$ cat config.mk
export PLATFORM = sky130hd
export DESIGN_NAME = wbu_commit
export DESIGN_NICKNAME = d
export VERILOG_FILES = /design/src/rtl/wbu_commit.sv
export SDC_FILE = /design/constraint.sdc
export NUM_CORES = 1
export LEC_CHECK = 0
export BUFFER_PORTS_ARGS = -buffer_cell sky130_fd_sc_hd__buf_2
export CORE_MARGIN = 2
export CORE_UTILIZATION = 45
export DETAILED_ROUTE_END_ITERATION = 10
export PLACE_DENSITY = 0.79
export SLEW_MARGIN = 20
export SYNTH_ARGS = -nofsm -noshare
export SYNTH_HDL_FRONTEND = slang
export SYNTH_SLANG_ARGS = --single-unit
$ cat constraint.sdc
create_clock -name clock -period 19.1 [get_ports clock]
set_clock_uncertainty 0.1 [all_clocks]
set_input_delay 3.82 -clock clock [delete_from_list [all_inputs] [get_ports clock]]
set_output_delay 3.82 -clock clock [all_outputs]
set_load 0.01 [all_outputs]
$ cat src/rtl/wbu_commit.sv
// Write-back/commit stage: in-order commit queue between LSU and the register/CSR files,
// with exception prioritisation, trap/xret flush, a retire counter and a no-progress watchdog.
module wbu_commit #(
    parameter int XLEN      = 32,
    parameter int DEPTH     = 2,
    parameter int EXCP_W    = 16,
    parameter int WDT_LIMIT = 8192
) (
    input  logic                     clock,
    input  logic                     reset,
    input  logic                     in_valid_i,
    output logic                     in_ready_o,
    input  logic [XLEN-1:0]          in_pc_i,
    input  logic                     in_gr_we_i,
    input  logic [4:0]               in_rd_i,
    input  logic [XLEN-1:0]          in_result_i,
    input  logic                     in_csr_we_i,
    input  logic [11:0]              in_csr_addr_i,
    input  logic [XLEN-1:0]          in_csr_wdata_i,
    input  logic                     in_xret_i,
    input  logic [EXCP_W-1:0]        in_excp_i,
    input  logic                     stall_i,
    output logic                     rf_we_o,
    output logic [4:0]               rf_rd_o,
    output logic [XLEN-1:0]          rf_wdata_o,
    output logic                     csr_we_o,
    output logic [11:0]              csr_addr_o,
    output logic [XLEN-1:0]          csr_wdata_o,
    output logic                     excp_flush_o,
    output logic                     mret_flush_o,
    output logic [XLEN-1:0]          csr_mcause_o,
    output logic [XLEN-1:0]          csr_mepc_o,
    output logic                     ebreak_o,
    output logic                     fwd_gpr_valid_o,
    output logic                     fwd_csr_valid_o,
    output logic                     retire_o,
    output logic [63:0]              retire_cnt_o,
    output logic                     wdt_timeout_o,
    output logic [$clog2(DEPTH):0]   occupancy_o
);

    localparam int CW = $clog2(DEPTH) + 1;
    localparam int AW = (DEPTH > 1) ? $clog2(DEPTH) : 1;
    localparam int WW = $clog2(WDT_LIMIT + 1);
    localparam logic [CW-1:0] DEPTH_C  = CW'(DEPTH);
    localparam logic [AW-1:0] LAST_PTR = AW'(DEPTH - 1);
    localparam logic [WW-1:0] WDT_MAX  = WW'(WDT_LIMIT);

    logic [XLEN-1:0]   r_pc        [DEPTH];
    logic              r_gr_we     [DEPTH];
    logic [4:0]        r_rd        [DEPTH];
    logic [XLEN-1:0]   r_result    [DEPTH];
    logic              r_csr_we    [DEPTH];
    logic [11:0]       r_csr_addr  [DEPTH];
    logic [XLEN-1:0]   r_csr_wdata [DEPTH];
    logic              r_xret      [DEPTH];
    logic [EXCP_W-1:0] r_excp      [DEPTH];

    logic [AW-1:0]     r_rd_ptr;
    logic [AW-1:0]     r_wr_ptr;
    logic [CW-1:0]     r_cnt;
    logic [63:0]       r_retire_cnt;
    logic [WW-1:0]     r_wdt_cnt;
    logic              r_wdt_to;

    logic              w_head_valid;
    logic              w_retire;
    logic              w_trap;
    logic              w_flush;
    logic              w_push;
    logic [XLEN-1:0]   w_cause;
    logic [WW-1:0]     w_wdt_next;
    logic [EXCP_W-1:0] w_h_excp;

    function automatic logic [AW-1:0] ptr_inc(input logic [AW-1:0] p);
        return (p == LAST_PTR) ? '0 : p + 1'b1;
    endfunction

    // Nothing retires during the reset cycle, so no enable or flush can leak out of it.
    assign w_head_valid = (r_cnt != '0);
    assign w_retire     = w_head_valid && !stall_i && !reset;
    assign w_h_excp     = r_excp[r_rd_ptr];
    assign w_trap       = w_retire && (w_h_excp != '0);
    assign w_flush      = w_retire && ((w_h_excp != '0) || r_xret[r_rd_ptr]);
    assign in_ready_o   = (r_cnt < DEPTH_C);
    assign w_push       = in_valid_i && in_ready_o && !w_flush;

    // Lowest set exception bit has the highest priority.
    always_comb begin
        w_cause = '0;
        for (int i = EXCP_W - 1; i >= 0; i--) begin
            if (w_h_excp[i]) begin
                w_cause = XLEN'(i);
            end
        end
    end

    always_ff @(posedge clock) begin
        if (w_push) begin
            r_pc[r_wr_ptr]        <= in_pc_i;
            r_gr_we[r_wr_ptr]     <= in_gr_we_i;
            r_rd[r_wr_ptr]        <= in_rd_i;
            r_result[r_wr_ptr]    <= in_result_i;
            r_csr_we[r_wr_ptr]    <= in_csr_we_i;
            r_csr_addr[r_wr_ptr]  <= in_csr_addr_i;
            r_csr_wdata[r_wr_ptr] <= in_csr_wdata_i;
            r_xret[r_wr_ptr]      <= in_xret_i;
            r_excp[r_wr_ptr]      <= in_excp_i;
        end
    end

    always_ff @(posedge clock) begin
        if (reset || w_flush) begin
            r_rd_ptr <= '0;
            r_wr_ptr <= '0;
            r_cnt    <= '0;
        end else begin
            if (w_push) begin
                r_wr_ptr <= ptr_inc(r_wr_ptr);
            end
            if (w_retire) begin
                r_rd_ptr <= ptr_inc(r_rd_ptr);
            end
            case ({w_push, w_retire})
                2'b10:   r_cnt <= r_cnt + 1'b1;
                2'b01:   r_cnt <= r_cnt - 1'b1;
                default: r_cnt <= r_cnt;
            endcase
        end
    end

    always_comb begin
        if (w_retire) begin
            w_wdt_next = '0;
        end else if (r_wdt_cnt != WDT_MAX) begin
            w_wdt_next = r_wdt_cnt + 1'b1;
        end else begin
            w_wdt_next = r_wdt_cnt;
        end
    end

    always_ff @(posedge clock) begin
        if (reset) begin
            r_retire_cnt <= '0;
            r_wdt_cnt    <= '0;
            r_wdt_to     <= 1'b0;
        end else begin
            if (w_retire) begin
                r_retire_cnt <= r_retire_cnt + 64'd1;
            end
            r_wdt_cnt <= w_wdt_next;
            if (w_wdt_next == WDT_MAX) begin
                r_wdt_to <= 1'b1;
            end
        end
    end

    // Data and addresses always show the head; only the enables are qualified.
    assign rf_rd_o         = r_rd[r_rd_ptr];
    assign rf_wdata_o      = r_result[r_rd_ptr];
    assign csr_addr_o      = r_csr_addr[r_rd_ptr];
    assign csr_wdata_o     = r_csr_wdata[r_rd_ptr];
    assign csr_mepc_o      = r_pc[r_rd_ptr];
    assign rf_we_o         = w_retire && !w_trap && r_gr_we[r_rd_ptr] && (r_rd[r_rd_ptr] != 5'd0);
    assign csr_we_o        = w_retire && !w_trap && r_csr_we[r_rd_ptr];
    assign excp_flush_o    = w_trap;
    assign mret_flush_o    = w_retire && !w_trap && r_xret[r_rd_ptr];
    assign csr_mcause_o    = w_trap ? w_cause : '0;
    assign ebreak_o        = w_trap && (w_cause == XLEN'(3));
    assign fwd_gpr_valid_o = rf_we_o;
    assign fwd_csr_valid_o = csr_we_o;
    assign retire_o        = w_retire;
    assign retire_cnt_o    = r_retire_cnt;
    assign wdt_timeout_o   = r_wdt_to;
    assign occupancy_o     = r_cnt;

endmodule

==> results.txt, run 1 <==
----------------------------------------------------
[Run status]
  Status ... complete, no violations

[Floorplanning]
  Full die area ... 32590 um^2
  I/O pin count ... 357
  Die height ... 180.5 um
  Initial Utilization ... 0.4573
  Die outline width ... 180.5 um
  Row cnt ... 64
  Floorplan Core Area ... 30670 um^2

[Critical path]
  Critical R2R Capture ... r_excp[1][7]
  R2R cell count ... 8
  CP Data Arrival Time ... 5790 ps
  Required time worst endpoint ... 15180 ps
  CP endpoint kind ... output pin
  CP Launch Type ... input port
  Critical path class ... input port to output pin
  Worst R2R Setup Slack ... 14000 ps
  Max FO, Critical Path ... 69

[Hold path]
  Hold wc startpoint ... wdt_timeout_o
  Worst hold path depth ... 1
  Class of the tightest hold or removal check ... flip-flop to flip-flop
  Endpoint of the worst hold path ... wdt_timeout_o

[CTS]
  Buffer levels on the longest clock path ... 3
  CTS resizes ... 0
  Clock edge transition at the registers on the reported setup and hold paths ... 60 ps
  Clock tree from TritonCTS ... built
  CTS Buf Count ... 37
  Clock latency on the worst-skew pair ... 500 ps
  Hold buffers post-CTS ... 0
  Buffers inserted by post-CTS timing repair ... 0
  Clk sinks ... 348
  H-tree level count ... 2
  Clock Root Buffer ... sky130_fd_sc_hd__clkbuf_16

[Global route]
  Antenna violations before repair ... 11
  First-pass GRT wire length ... 47800 um
  Remaining Overflow, GRT ... 0
  Number of global-route vias before repair ... 9043
  Total routing usage reported by global routing ... 0.1834
  Maximum number of pins on one net before global-route repair ... 71

[Logic synthesis]
  Synthesized cell area ... 14020 um^2
  Mapped Avg Cell Area ... 14.20 um^2
  Commonest cells post-synth ... sky130_fd_sc_hd__edfxtp_1, sky130_fd_sc_hd__mux2_2, sky130_fd_sc_hd__nor2_1
  Cell variety after synth ... 61
  Count leader, synth ... sky130_fd_sc_hd__edfxtp_1
  Gate count of the mapped netlist ... 988
  Leading register cell type out of synthesis ... sky130_fd_sc_hd__edfxtp_1
  Post-synthesis async set-or-reset flop share ... 0
  Cell type contributing the most total cell area after synthesis ... sky130_fd_sc_hd__edfxtp_1
  Top cell type's share of synthesized area ... 0.5653
  FF+latch count, synth ... 348
  Post-synthesis sequential area ratio ... 0.6852
  Cells taking the most area after synthesis ... sky130_fd_sc_hd__edfxtp_1, sky130_fd_sc_hd__dfxtp_1, sky130_fd_sc_hd__mux2_2, sky130_fd_sc_hd__xnor2_1, sky130_fd_sc_hd__nor2_1
  Number of enable-type register cells in the synthesized netlist ... 264
  Yosys warnings ... 0

[Place]
  # port buffers ... 328
  Final Wtd Congestion ... 0.8587
  Count of placed standard cells including taps ... 1681
  Placed wire-length estimate after detailed placement ... 21110 um

[Finish]
  Post-route non-filler standard cell count ... 1755
  Ratio of cells with drive above 1 in the final layout ... 0.3856
  Relative area change from synthesis to final layout ... 22.08%
  Count of filler cells inserted in the layout ... 2490
  Number of nets in the layout ... 1464

[Detailed routing]
  Vias per std cell ... 5.155
  Number of vias after detailed routing ... 9047
  DR WL/cell ... 17.49 um
  Antenna Nets Post-Route ... 0
  Residual DRC ... 0
  DRC violation total after the first TritonRoute iteration ... 582
  Overall routed net length ... 30690 um
  Number of optimization iterations in the first detailed-route pass ... 5

[Timing]
  Number of slew-limit violations in the final report ... 0
  Relative slew slack ... 0.3559
  Fin crit share ... 0.5084
  RSZ-0062 raised after global routing ... false
  Post-layout minimum cycle time ... 9710 ps
  Setup TNS Final ... 0 ps
  Max Fclk ... 103.0 MHz
  Final Hold Viols ... 0
  Finish-stage setup viols ... 0
  Measured slew at the worst slew-check pin ... 966.2 ps

[Power and ir drop]
  Worst vdd rail ir drop ... 0.08235 mV
  Total power per unit cell area ... 118.0 nW/um^2
  Leakage dissipation ... 0.006437 uW

[Flow run]
  Max capacitance violation total ... 0

----------------------------------------------------
-- flip-flops by register name, indices dropped and copies added (netlist names), named ones only --
| register | flops |
|---|---|
| occupancy_o | 2 |
| r_csr_addr | 24 |
| r_csr_wdata | 64 |
| r_csr_we | 2 |
| r_excp | 32 |
| r_gr_we | 2 |
| r_pc | 64 |
| r_rd | 10 |
| r_rd_ptr | 1 |
| r_result | 64 |
| r_wdt_cnt | 14 |
| r_wr_ptr | 1 |
| r_xret | 2 |
| retire_cnt_o | 64 |
| wdt_timeout_o | 1 |
-- metrics by stage --
step	setup slack, ps	utilization	hold slack, ps	area, um^2	total power [uW]
4_1_cts	9391	0.5576	378.7	17100	2044
3_3_place_gp	9417	0.5202	349.9	15960	1359
6_report	9390	0.5583	374.8	17120	2021
5_1_grt	9222	0.5582	422.4	17120	2108
3_5_place_dp	9395	0.5202	365.0	15960	1368
2_1_floorplan	8441	-	397.6	14130	1241
-- kinds of logic (layout without fill, tap and decap cells) --
family	count (synthesis)	in the layout	synth area share
flops	348	348	0.6852
xor+xnor	70	70	0.04372
mux	120	120	0.09599
compound gates	56	56	0.02703
simple gates	294	294	0.1092
other cells	1	36	0.0002674
buf+inv	95	431	0.03506
fa+ha+maj	4	4	0.003569
-- cell usage in the layout (no fill, tap or decap), types with 5 or more instances in the layout --
master / count
sky130_fd_sc_hd__o21ai_0: 10
sky130_fd_sc_hd__nor3b_1: 5
sky130_fd_sc_hd__nor2_1: 95
sky130_fd_sc_hd__or3_1: 9
sky130_fd_sc_hd__and3_1: 6
sky130_fd_sc_hd__buf_4: 7
sky130_fd_sc_hd__nor4_1: 10
sky130_fd_sc_hd__clkinv_1: 5
sky130_fd_sc_hd__conb_1: 28
sky130_fd_sc_hd__clkbuf_1: 11
sky130_fd_sc_hd__mux2_2: 116
sky130_fd_sc_hd__dfxtp_1: 83
sky130_fd_sc_hd__nor2b_1: 6
sky130_fd_sc_hd__and4_1: 8
sky130_fd_sc_hd__buf_2: 328
sky130_fd_sc_hd__nand2_1: 41
sky130_fd_sc_hd__nand4_1: 22
sky130_fd_sc_hd__clkinv_2: 5
sky130_fd_sc_hd__a21oi_1: 17
sky130_fd_sc_hd__clkbuf_16: 38
sky130_fd_sc_hd__edfxtp_1: 264
sky130_fd_sc_hd__diode_2: 8
sky130_fd_sc_hd__nand3_1: 25
sky130_fd_sc_hd__inv_1: 30
sky130_fd_sc_hd__nor3_1: 36
sky130_fd_sc_hd__xnor2_1: 45
sky130_fd_sc_hd__xor2_1: 25
-- routing by layer --
metal,vias up,global-route usage,wire length (um)
li1,4265,-,-
met1,4360,0.2200,12310
met2,336,0.3136,15010
met3,82,0.04749,2180
met4,4,0.07742,1153
met5,-,0,27
-- area by class of cell --
type | count | area [um^2] | share of cell area
tap | 396 | 495.5 | 0.02894
clock inverter | 15 | 135.1 | 0.007892
timing repair buffer | 335 | 1694 | 0.09895
multi-input combinational | 572 | 4040 | 0.2360
inverter | 30 | 112.6 | 0.006577
antenna | 8 | 20.02 | 0.001169
clock buffer | 51 | 1011 | 0.05905
sequential | 348 | 9613 | 0.5615
-- worst max-delay path: stages --
cell	delay (ps)
sky130_fd_sc_hd__buf_2	100
sky130_fd_sc_hd__buf_4	330
sky130_fd_sc_hd__inv_1	290
sky130_fd_sc_hd__nand2_1	150
sky130_fd_sc_hd__inv_1	280
sky130_fd_sc_hd__nand2_1	200
sky130_fd_sc_hd__nor2_1	370
sky130_fd_sc_hd__buf_2	230
-- worst max-delay path by stage --
stage | cells past startpoint | slack, ps | start | to
floorplan | 6 | 8440 | stall_i | r_csr_addr[0][0]
detailed placement | 8 | 9390 | reset | fwd_csr_valid_o
global placement | 8 | 9420 | reset | fwd_csr_valid_o
global route | 8 | 9220 | reset | rf_we_o
finish | 8 | 9390 | reset | fwd_csr_valid_o
CTS | 8 | 9390 | reset | fwd_csr_valid_o
-- power by group --
part           total [uW]  switching, uW  internal, uW
registers             987           37.8           949
clock network         672            274           398
logic                 362            213           149
(Power assumes the default switching activity.)
==> run 2: changes to the inputs <==
==> constraint.sdc (replaced) <==
create_clock -name clock -period 9.2 [get_ports clock]
set_clock_uncertainty 0.1 [all_clocks]
set_input_delay 1.84 -clock clock [delete_from_list [all_inputs] [get_ports clock]]
set_output_delay 1.84 -clock clock [all_outputs]
set_load 0.01 [all_outputs]
==> run 2 against run 1 <==
Count of clock-buffer cells in the layout grew 1; wire length grew 0.74%; combinational power grew 110%; core utilization is essentially flat; final area is essentially flat; cell count is essentially flat; setup slack lost 6100 ps; non-clock buffer count is the same; hold slack gained 7.5 ps; register-to-register slack lost 9300 ps; critical path type is now flip-flop to output pin; largest power group unchanged.
==> results.txt, run 2 (synthesis gave the netlist of run 1 again) <==
----------------------------------------------------
[Finish]
  Post-route cell area ... 17120 um^2 (about the same)
  Layout Utilization ... 0.5583 (about the same)
  Count of filler cells inserted in the layout ... 2476 (-0.56%)
  Sequential cell area ... 9613 um^2 (unchanged)
  Commonest cells after routing, fill and taps aside ... sky130_fd_sc_hd__buf_2, sky130_fd_sc_hd__edfxtp_1, sky130_fd_sc_hd__mux2_2, sky130_fd_sc_hd__nor2_1, sky130_fd_sc_hd__dfxtp_1
  Relative area change from synthesis to final layout ... 22.10% (about the same)
  Number of nets in the layout ... 1464 (unchanged)
  Ratio of cells with drive above 1 in the final layout ... 0.3873 (+0.001647)
  Multi-input gate area in the final layout ... 4040 um^2 (unchanged)
  Post-route non-filler standard cell count ... 1754 (-0.057%)
  Commonest non-fill, non-tap cell in the layout ... sky130_fd_sc_hd__buf_2

[Detailed routing]
  WL met1 ... 12270 um (-0.34%)
  Number of vias after detailed routing ... 8975 (-0.80%)
  DRC violation total after the first TritonRoute iteration ... 533 (-8.4%)
  DR WL/cell ... 17.62 um (+0.80%)
  Antenna Nets Post-Route ... 0 (unchanged)
  Vias per std cell ... 5.117 (-0.74%)
  Overall routed net length ... 30910 um (+0.74%)
  Highest Signal Layer ... met4
  Residual DRC ... 0 (unchanged)
  Sum of met3 wire segment lengths after detailed routing ... 2269 um (+4.1%)
  DR WL met2 ... 15330 um (+2.1%)
  Number of optimization iterations in the first detailed-route pass ... 6 (+1)

[CTS]
  H-tree level count ... 2 (unchanged)
  CTS Buf Count ... 37 (unchanged)
  Clock latency on the worst-skew pair ... 510 ps (about the same)
  Clk sinks ... 348 (unchanged)
  Clock Root Buffer ... sky130_fd_sc_hd__clkbuf_16
  CTS resizes ... 0 (unchanged)
  Clock edge transition at the registers on the reported setup and hold paths ... 60 ps (about the same)
  Clock tree from TritonCTS ... built
  Hold buffers post-CTS ... 0 (unchanged)
  Buffers inserted by post-CTS timing repair ... 0 (unchanged)
  Buffer levels on the longest clock path ... 3 (unchanged)

[Timing]
  RSZ-0062 raised after global routing ... false
  Post-route setup slack ... 3280 ps (-6110 ps)
  Fin crit share ... 0.6435
  Measured slew at the worst slew-check pin ... 1048 ps (+81.83 ps)
  Finish-stage setup viols ... 0 (unchanged)
  Max Fclk ... 168.9 MHz
  Setup TNS Final ... 0 ps (unchanged)
  Post-layout minimum cycle time ... 5920 ps
  Final Hold Viols ... 0 (unchanged)
  Relative slew slack ... 0.3013 (-0.05455)
  Number of slew-limit violations in the final report ... 0 (unchanged)

[Floorplanning]
  I/O pin count ... 357 (unchanged)
  Row cnt ... 64 (unchanged)
  Die outline width ... 180.5 um (unchanged)
  Initial Utilization ... 0.4573 (unchanged)
  Die height ... 180.5 um (unchanged)
  Full die area ... 32590 um^2 (unchanged)
  Floorplan Core Area ... 30670 um^2 (unchanged)

[Hold path]
  Worst hold path depth ... 1 (unchanged)
  Class of the tightest hold or removal check ... flip-flop to flip-flop

[Global route]
  Number of global-route vias before repair ... 8820 (-2.5%)
  Maximum number of pins on one net before global-route repair ... 80 (+13%)
  Total routing usage reported by global routing ... 0.1816 (-0.001818)
  Remaining Overflow, GRT ... 0 (unchanged)
  First-pass GRT wire length ... 47240 um (-1.2%)
  Antenna violations before repair ... 4 (-7)

[Critical path]
  R2R cell count ... 8 (unchanged)
  Max FO, Critical Path ... 78 (+13%)
  Worst R2R Setup Slack ... 4680 ps (-9320 ps)
  CP Launch Type ... flip-flop
  CP endpoint kind ... output pin
  Critical path class ... flip-flop to output pin
  Worst setup path end ... fwd_csr_valid_o
  CP Data Arrival Time ... 3980 ps (-1810 ps)
  Critical R2R Capture ... r_result[0][7]
  Required time worst endpoint ... 7260 ps (-7920 ps)

[Power and ir drop]
  Worst vdd rail ir drop ... 0.1729 mV (+110%)
  Part of the total power dissipated in combinational logic ... 0.177 (-0.002)
  Net Switching ... 1113 uW (+110%)
  Leakage dissipation ... 0.006450 uW (+0.20%)
  Switching fraction of total power ... 0.2651 (+0.005384)
  Total power per unit cell area ... 245.3 nW/um^2 (+110%)
  Cell-internal power ... 3087 uW (+110%)
  Seq pwr share ... 0.491 (+0.003)
  Part of the power in the clock network ... 0.332 (about the same)

[Place]
  Placed wire-length estimate after detailed placement ... 21290 um (+0.87%)
  Final Wtd Congestion ... 0.8572 (-0.17%)
  Dpl cell area ... 15950 um^2 (about the same)
  # port buffers ... 328 (unchanged)
  Count of placed standard cells including taps ... 1680 (-0.059%)
  Pre-CTS setup slack ... 3482 ps (-5912 ps)

[Flow run]
  Max capacitance violation total ... 0 (unchanged)

[Run status]
  Status ... complete, no violations

----------------------------------------------------
==> run 2: cell count changes in the layout (fill, tap and decap cells not counted), sizes merged <==
| cell | before | now |
|---|---|---|
| inv | 30 | 34 |
| diode | 8 | 5 |
| bufinv | 2 | 1 |
| clkbuf | 51 | 52 |
| clkinvlp | 2 | 0 |
==> run 2: power groups by stage <==
| stage | clock (uW) | combinational, uW | sequential [uW] |
|---|---|---|---|
| after floorplan | 0 | 479 | 2100 |
| after global placement | 0 | 739 | 2080 |
| after detailed placement | 0 | 747 | 2100 |
| after CTS | 1430 | 754 | 2070 |
| after global routing | 1490 | 804 | 2090 |
| final | 1390 | 744 | 2060 |
==> run 2: layer usage <==
metal	global-route usage	up-vias
met4	0.06935	0
met2	0.3131	340
li1	-	4262
met1	0.2176	4303
met3	0.04830	70
met5	0	-
==> run 2: worst min-delay path by stage <==
stage	from	to	slack (ps)
6_report	wdt_timeout_o	wdt_timeout_o	380
4_1_cts	wdt_timeout_o	wdt_timeout_o	380
3_5_place_dp	wdt_timeout_o	wdt_timeout_o	370
3_3_place_gp	wdt_timeout_o	wdt_timeout_o	360
2_1_floorplan	r_rd_ptr	flip-flop	400
5_1_grt	wdt_timeout_o	wdt_timeout_o	410
==> run 2: final cells by class <==
type	count	area share
antenna	5	0.0007307
sequential	348	0.5614
tap	396	0.02893
inverter	30	0.006576
clock buffer	52	0.05911
clock inverter	16	0.007672
multi-input combinational	572	0.2359
timing repair buffer	335	0.09966
==> run 2: critical path: stages, from the launching register on <==
cell and delay, ps:
sky130_fd_sc_hd__dfxtp_4 1010, sky130_fd_sc_hd__buf_4 770, sky130_fd_sc_hd__nand2b_1 170, sky130_fd_sc_hd__o32ai_1 240, sky130_fd_sc_hd__and4b_1 370, sky130_fd_sc_hd__nand2_1 170, sky130_fd_sc_hd__nor2_1 390, sky130_fd_sc_hd__buf_2 240
==> run 2: per-stage QoR <==
step / hold slack [ps] / power [uW]
floorplan: 397.6 / 2577
global placement: 357.0 / 2824
detailed placement: 369.9 / 2846
CTS: 377.2 / 4250
global route: 411.9 / 4384
finish: 382.3 / 4200
==> run 3: changes to the inputs <==
--- a/config.mk
+++ b/config.mk
@@ -5,11 +5,12 @@
 export SDC_FILE = /design/constraint.sdc
 export NUM_CORES = 1
 export LEC_CHECK = 0
+export ABC_AREA = 1
 export BUFFER_PORTS_ARGS = -buffer_cell sky130_fd_sc_hd__buf_2
 export CORE_MARGIN = 2
 export CORE_UTILIZATION = 45
 export DETAILED_ROUTE_END_ITERATION = 10
-export PLACE_DENSITY = 0.79
+export PLACE_DENSITY = 0.82
 export SLEW_MARGIN = 20
 export SYNTH_ARGS = -nofsm -noshare
 export SYNTH_HDL_FRONTEND = slang
==> constraint.sdc (replaced) <==
create_clock -name clock -period 5.4 [get_ports clock]
set_clock_uncertainty 0.1 [all_clocks]
set_input_delay 1.08 -clock clock [delete_from_list [all_inputs] [get_ports clock]]
set_output_delay 1.08 -clock clock [all_outputs]
set_load 0.01 [all_outputs]
==> run 3 against run 2 <==
Synthesized cell count rose by 44%; final area rose by 4.0%; core utilization rose by 0.30 points; count of clock-buffer cells in the layout fell by 4; sequential share of layout area fell by 2.1 points; largest cell class unchanged.
==> results.txt, run 3 <==
----------------------------------------------------
[Run status]
  Status ... complete, no violations

[CTS]
  Clock Root Buffer ... sky130_fd_sc_hd__clkbuf_16
  Buffers inserted by post-CTS timing repair ... 0 (unchanged)
  Clock edge transition at the registers on the reported setup and hold paths ... 60 ps (about the same)
  Hold buffers post-CTS ... 0 (unchanged)
  Clk sinks ... 348 (unchanged)
  CTS Buf Count ... 37 (unchanged)
  H-tree level count ... 2 (unchanged)
  CTS resizes ... 0 (unchanged)
  Clock latency on the worst-skew pair ... 520 ps (about the same)
  Clock tree from TritonCTS ... built
  Buffer levels on the longest clock path ... 3 (unchanged)

[Finish]
  Multi-input gate area in the final layout ... 4249 um^2 (+5.2%)
  Count of filler cells inserted in the layout ... 2573 (+3.9%)
  Number of nets in the layout ... 1903 (+30%)
  Sequential cell area ... 9613 um^2 (unchanged)
  Layout Utilization ... 0.5614 (+0.003042)
  Commonest cells after routing, fill and taps aside ... sky130_fd_sc_hd__nand2_1, sky130_fd_sc_hd__buf_2, sky130_fd_sc_hd__edfxtp_1, sky130_fd_sc_hd__nor2_1, sky130_fd_sc_hd__inv_1
  Commonest non-fill, non-tap cell in the layout ... sky130_fd_sc_hd__nand2_1
  Ratio of cells with drive above 1 in the final layout ... 0.2395 (-0.1478)
  Relative area change from synthesis to final layout ... 22.15% (about the same)

[Global route]
  Antenna violations before repair ... 10 (+6)
  Number of global-route vias before repair ... 11068 (+25%)
  First-pass GRT wire length ... 55920 um (+18%)
  Most crowded layer after global routing ... met2
  Remaining Overflow, GRT ... 0 (unchanged)
  Routing usage on met3 ... 0.06458 (+0.01628)
  Met2 demand-to-capacity share in global routing ... 0.3701 (+0.05698)
  Total routing usage reported by global routing ... 0.2098 (+0.02821)
  Maximum number of pins on one net before global-route repair ... 100 (+25%)
  Global Route met1 Usage ... 0.2444 (+0.02676)

[Critical path]
  Max stage delay on crit path ... 750 ps (-260 ps)
  Crit path max-delay cell type ... sky130_fd_sc_hd__dfxtp_4
  Critical path cell sequence ... inv_4, a21boi_0, nand2_1, nor2_1, nand2_1, nor2_2, nand2_1, a221oi_1, buf_2
  Max FO, Critical Path ... 48 (-38%)
  Required time worst endpoint ... 4220 ps (-3040 ps)
  CP endpoint kind ... output pin
  R2R cell count ... 11 (+3)
  Most frequent cell on the critical path ... sky130_fd_sc_hd__nand2_1
  Critical path class ... flip-flop to output pin
  CP Data Arrival Time ... 2940 ps (-1040 ps)
  CP Launch Type ... flip-flop

[Power and ir drop]
  Worst vdd rail ir drop ... 0.3287 mV (+90%)
  Total power of the final layout ... 7443 uW (+77%)
  Leakage dissipation ... 0.007364 uW (+14%)
  Total power per unit cell area ... 418.0 nW/um^2 (+70%)

[Logic synthesis]
  Commonest cells post-synth ... sky130_fd_sc_hd__nand2_1, sky130_fd_sc_hd__edfxtp_1, sky130_fd_sc_hd__nor2_1
  Cell variety after synth ... 49 (-20%)
  Cells taking the most area after synthesis ... sky130_fd_sc_hd__edfxtp_1, sky130_fd_sc_hd__nand2_1, sky130_fd_sc_hd__dfxtp_1, sky130_fd_sc_hd__nor2_1, sky130_fd_sc_hd__inv_1
  Gate count of the mapped netlist ... 1424 (+44%)
  Mapped Avg Cell Area ... 10.24 um^2 (-28%)
  Yosys warnings ... 0 (unchanged)
  Top cell type's share of synthesized area ... 0.5439 (-0.02140)
  Post-synthesis async set-or-reset flop share ... 0 (unchanged)
  Synthesized cell area ... 14580 um^2 (+3.9%)
  Number of enable-type register cells in the synthesized netlist ... 264 (unchanged)
  Post-synthesis sequential area ratio ... 0.6592 (-0.02594)
  Count leader, synth ... sky130_fd_sc_hd__nand2_1
  Leading register cell type out of synthesis ... sky130_fd_sc_hd__edfxtp_1
  FF+latch count, synth ... 348 (unchanged)
  Cell type contributing the most total cell area after synthesis ... sky130_fd_sc_hd__edfxtp_1

[Floorplanning]
  Die outline width ... 184.0 um (+1.9%)
  Floorplan Core Area ... 31720 um^2 (+3.4%)
  Full die area ... 33850 um^2 (+3.8%)
  Die height ... 184.0 um (+1.9%)
  I/O pin count ... 357 (unchanged)
  Row cnt ... 65 (+1.6%)
  Initial Utilization ... 0.4596 (+0.002280)

[Timing]
  Relative slew slack ... 0.2824 (-0.01887)
  Post-route setup slack ... 1277 ps (-2002 ps)
  Max Fclk ... 242.6 MHz
  Fin crit share ... 0.7635
  Number of slew-limit violations in the final report ... 0 (unchanged)
  Post-layout minimum cycle time ... 4123 ps
  Final Hold Viols ... 0 (unchanged)
  Measured slew at the worst slew-check pin ... 1076 ps (+28.30 ps)
  Finish-stage setup viols ... 0 (unchanged)
  RSZ-0062 raised after global routing ... false
  Setup TNS Final ... 0 ps (unchanged)

[Detailed routing]
  DRC violation total after the first TritonRoute iteration ... 787 (+48%)
  Vias per std cell ... 5.154 (+0.73%)
  Number of vias after detailed routing ... 11334 (+26%)
  DR WL/cell ... 16.64 um (-5.6%)
  Overall routed net length ... 36580 um (+18%)
  Residual DRC ... 0 (unchanged)
  Antenna Nets Post-Route ... 0 (unchanged)
  Number of optimization iterations in the first detailed-route pass ... 5 (-1)

[Place]
  # port buffers ... 328 (unchanged)
  Final Wtd Congestion ... 0.9712 (+13%)
  Pre-CTS setup slack ... 1462 ps (-2020 ps)
  Placed wire-length estimate after detailed placement ... 25700 um (+21%)

[Hold path]
  Worst hold path depth ... 2 (+1)
  Class of the tightest hold or removal check ... flip-flop to flip-flop

[Flow run]
  Max capacitance violation total ... 0 (unchanged)

----------------------------------------------------
==> run 3: metal layers <==
layer	routed length (um)	part of all wire	vias to the layer above
met5	65	0.0018	-
met4	903	0.025	10
met3	3914	0.11	87
met2	18120	0.50	520
met1	13580	0.37	5311
li1	-	-	5406
==> run 3: cells by family (layout without fill, tap and decap cells) <==
| logic type | after synthesis | after routing | share of synthesized area |
|---|---|---|---|
| and+or+nand+nor | 754 | 754 | 0.2197 |
| buffers and inverters | 181 | 521 | 0.05674 |
| muxes | 12 | 12 | 0.008241 |
| adders and majority gates | 4 | 4 | 0.003434 |
| DFF | 348 | 348 | 0.6592 |
| AOI/OAI and AO/OA | 99 | 99 | 0.03743 |
| other | 1 | 34 | 0.0002573 |
| xor gates and xnor gates | 25 | 25 | 0.01502 |
==> run 3: area by class of cell <==
class | instances | area share
Inverter | 110 | 0.02368
Tap cell | 402 | 0.02825
Clock buffer | 48 | 0.05664
Clock inverter | 19 | 0.01103
Multi-Input combinational cell | 922 | 0.2386
Sequential cell | 348 | 0.5399
Antenna cell | 6 | 0.0008432
Timing Repair Buffer | 344 | 0.1010
==> run 3: worst paths after layout <==
path	from	endpoint	slack, ps
worst max-delay path	flip-flop	rf_we_o	1280
worst min-delay path	r_wr_ptr	r_wr_ptr	360
worst max register to register	flip-flop	r_xret[1]	1740
worst min register to register	r_wr_ptr	r_wr_ptr	360
==> run 3: critical path: cells and delay by family (launching register included) <==
kind | cells | cell delay [ps]
AOI/OAI and AO/OA | 2 | 600
DFF | 1 | 750
and+or+nand+nor | 5 | 660
buffers and inverters | 2 | 410
==> run 3: power breakdown <==
group | internal, uW | switching (uW) | leakage [uW]
Sequential | 3350 | 133 | 0.00314
Combinational | 467 | 993 | 0.00364
Clock | 1470 | 1020 | 0.000587
==> run 3: stage by stage <==
stage | instance area, um^2 | hold WS (ps) | cells
floorplan | 14690 | 341.1 | 1451
global placement | 16590 | 356.1 | 2126
detailed placement | 16590 | 360.4 | 2126
CTS | 17790 | 366.8 | 2193
global route | 17790 | 394.3 | 2194
finish | 17810 | 362.5 | 2199
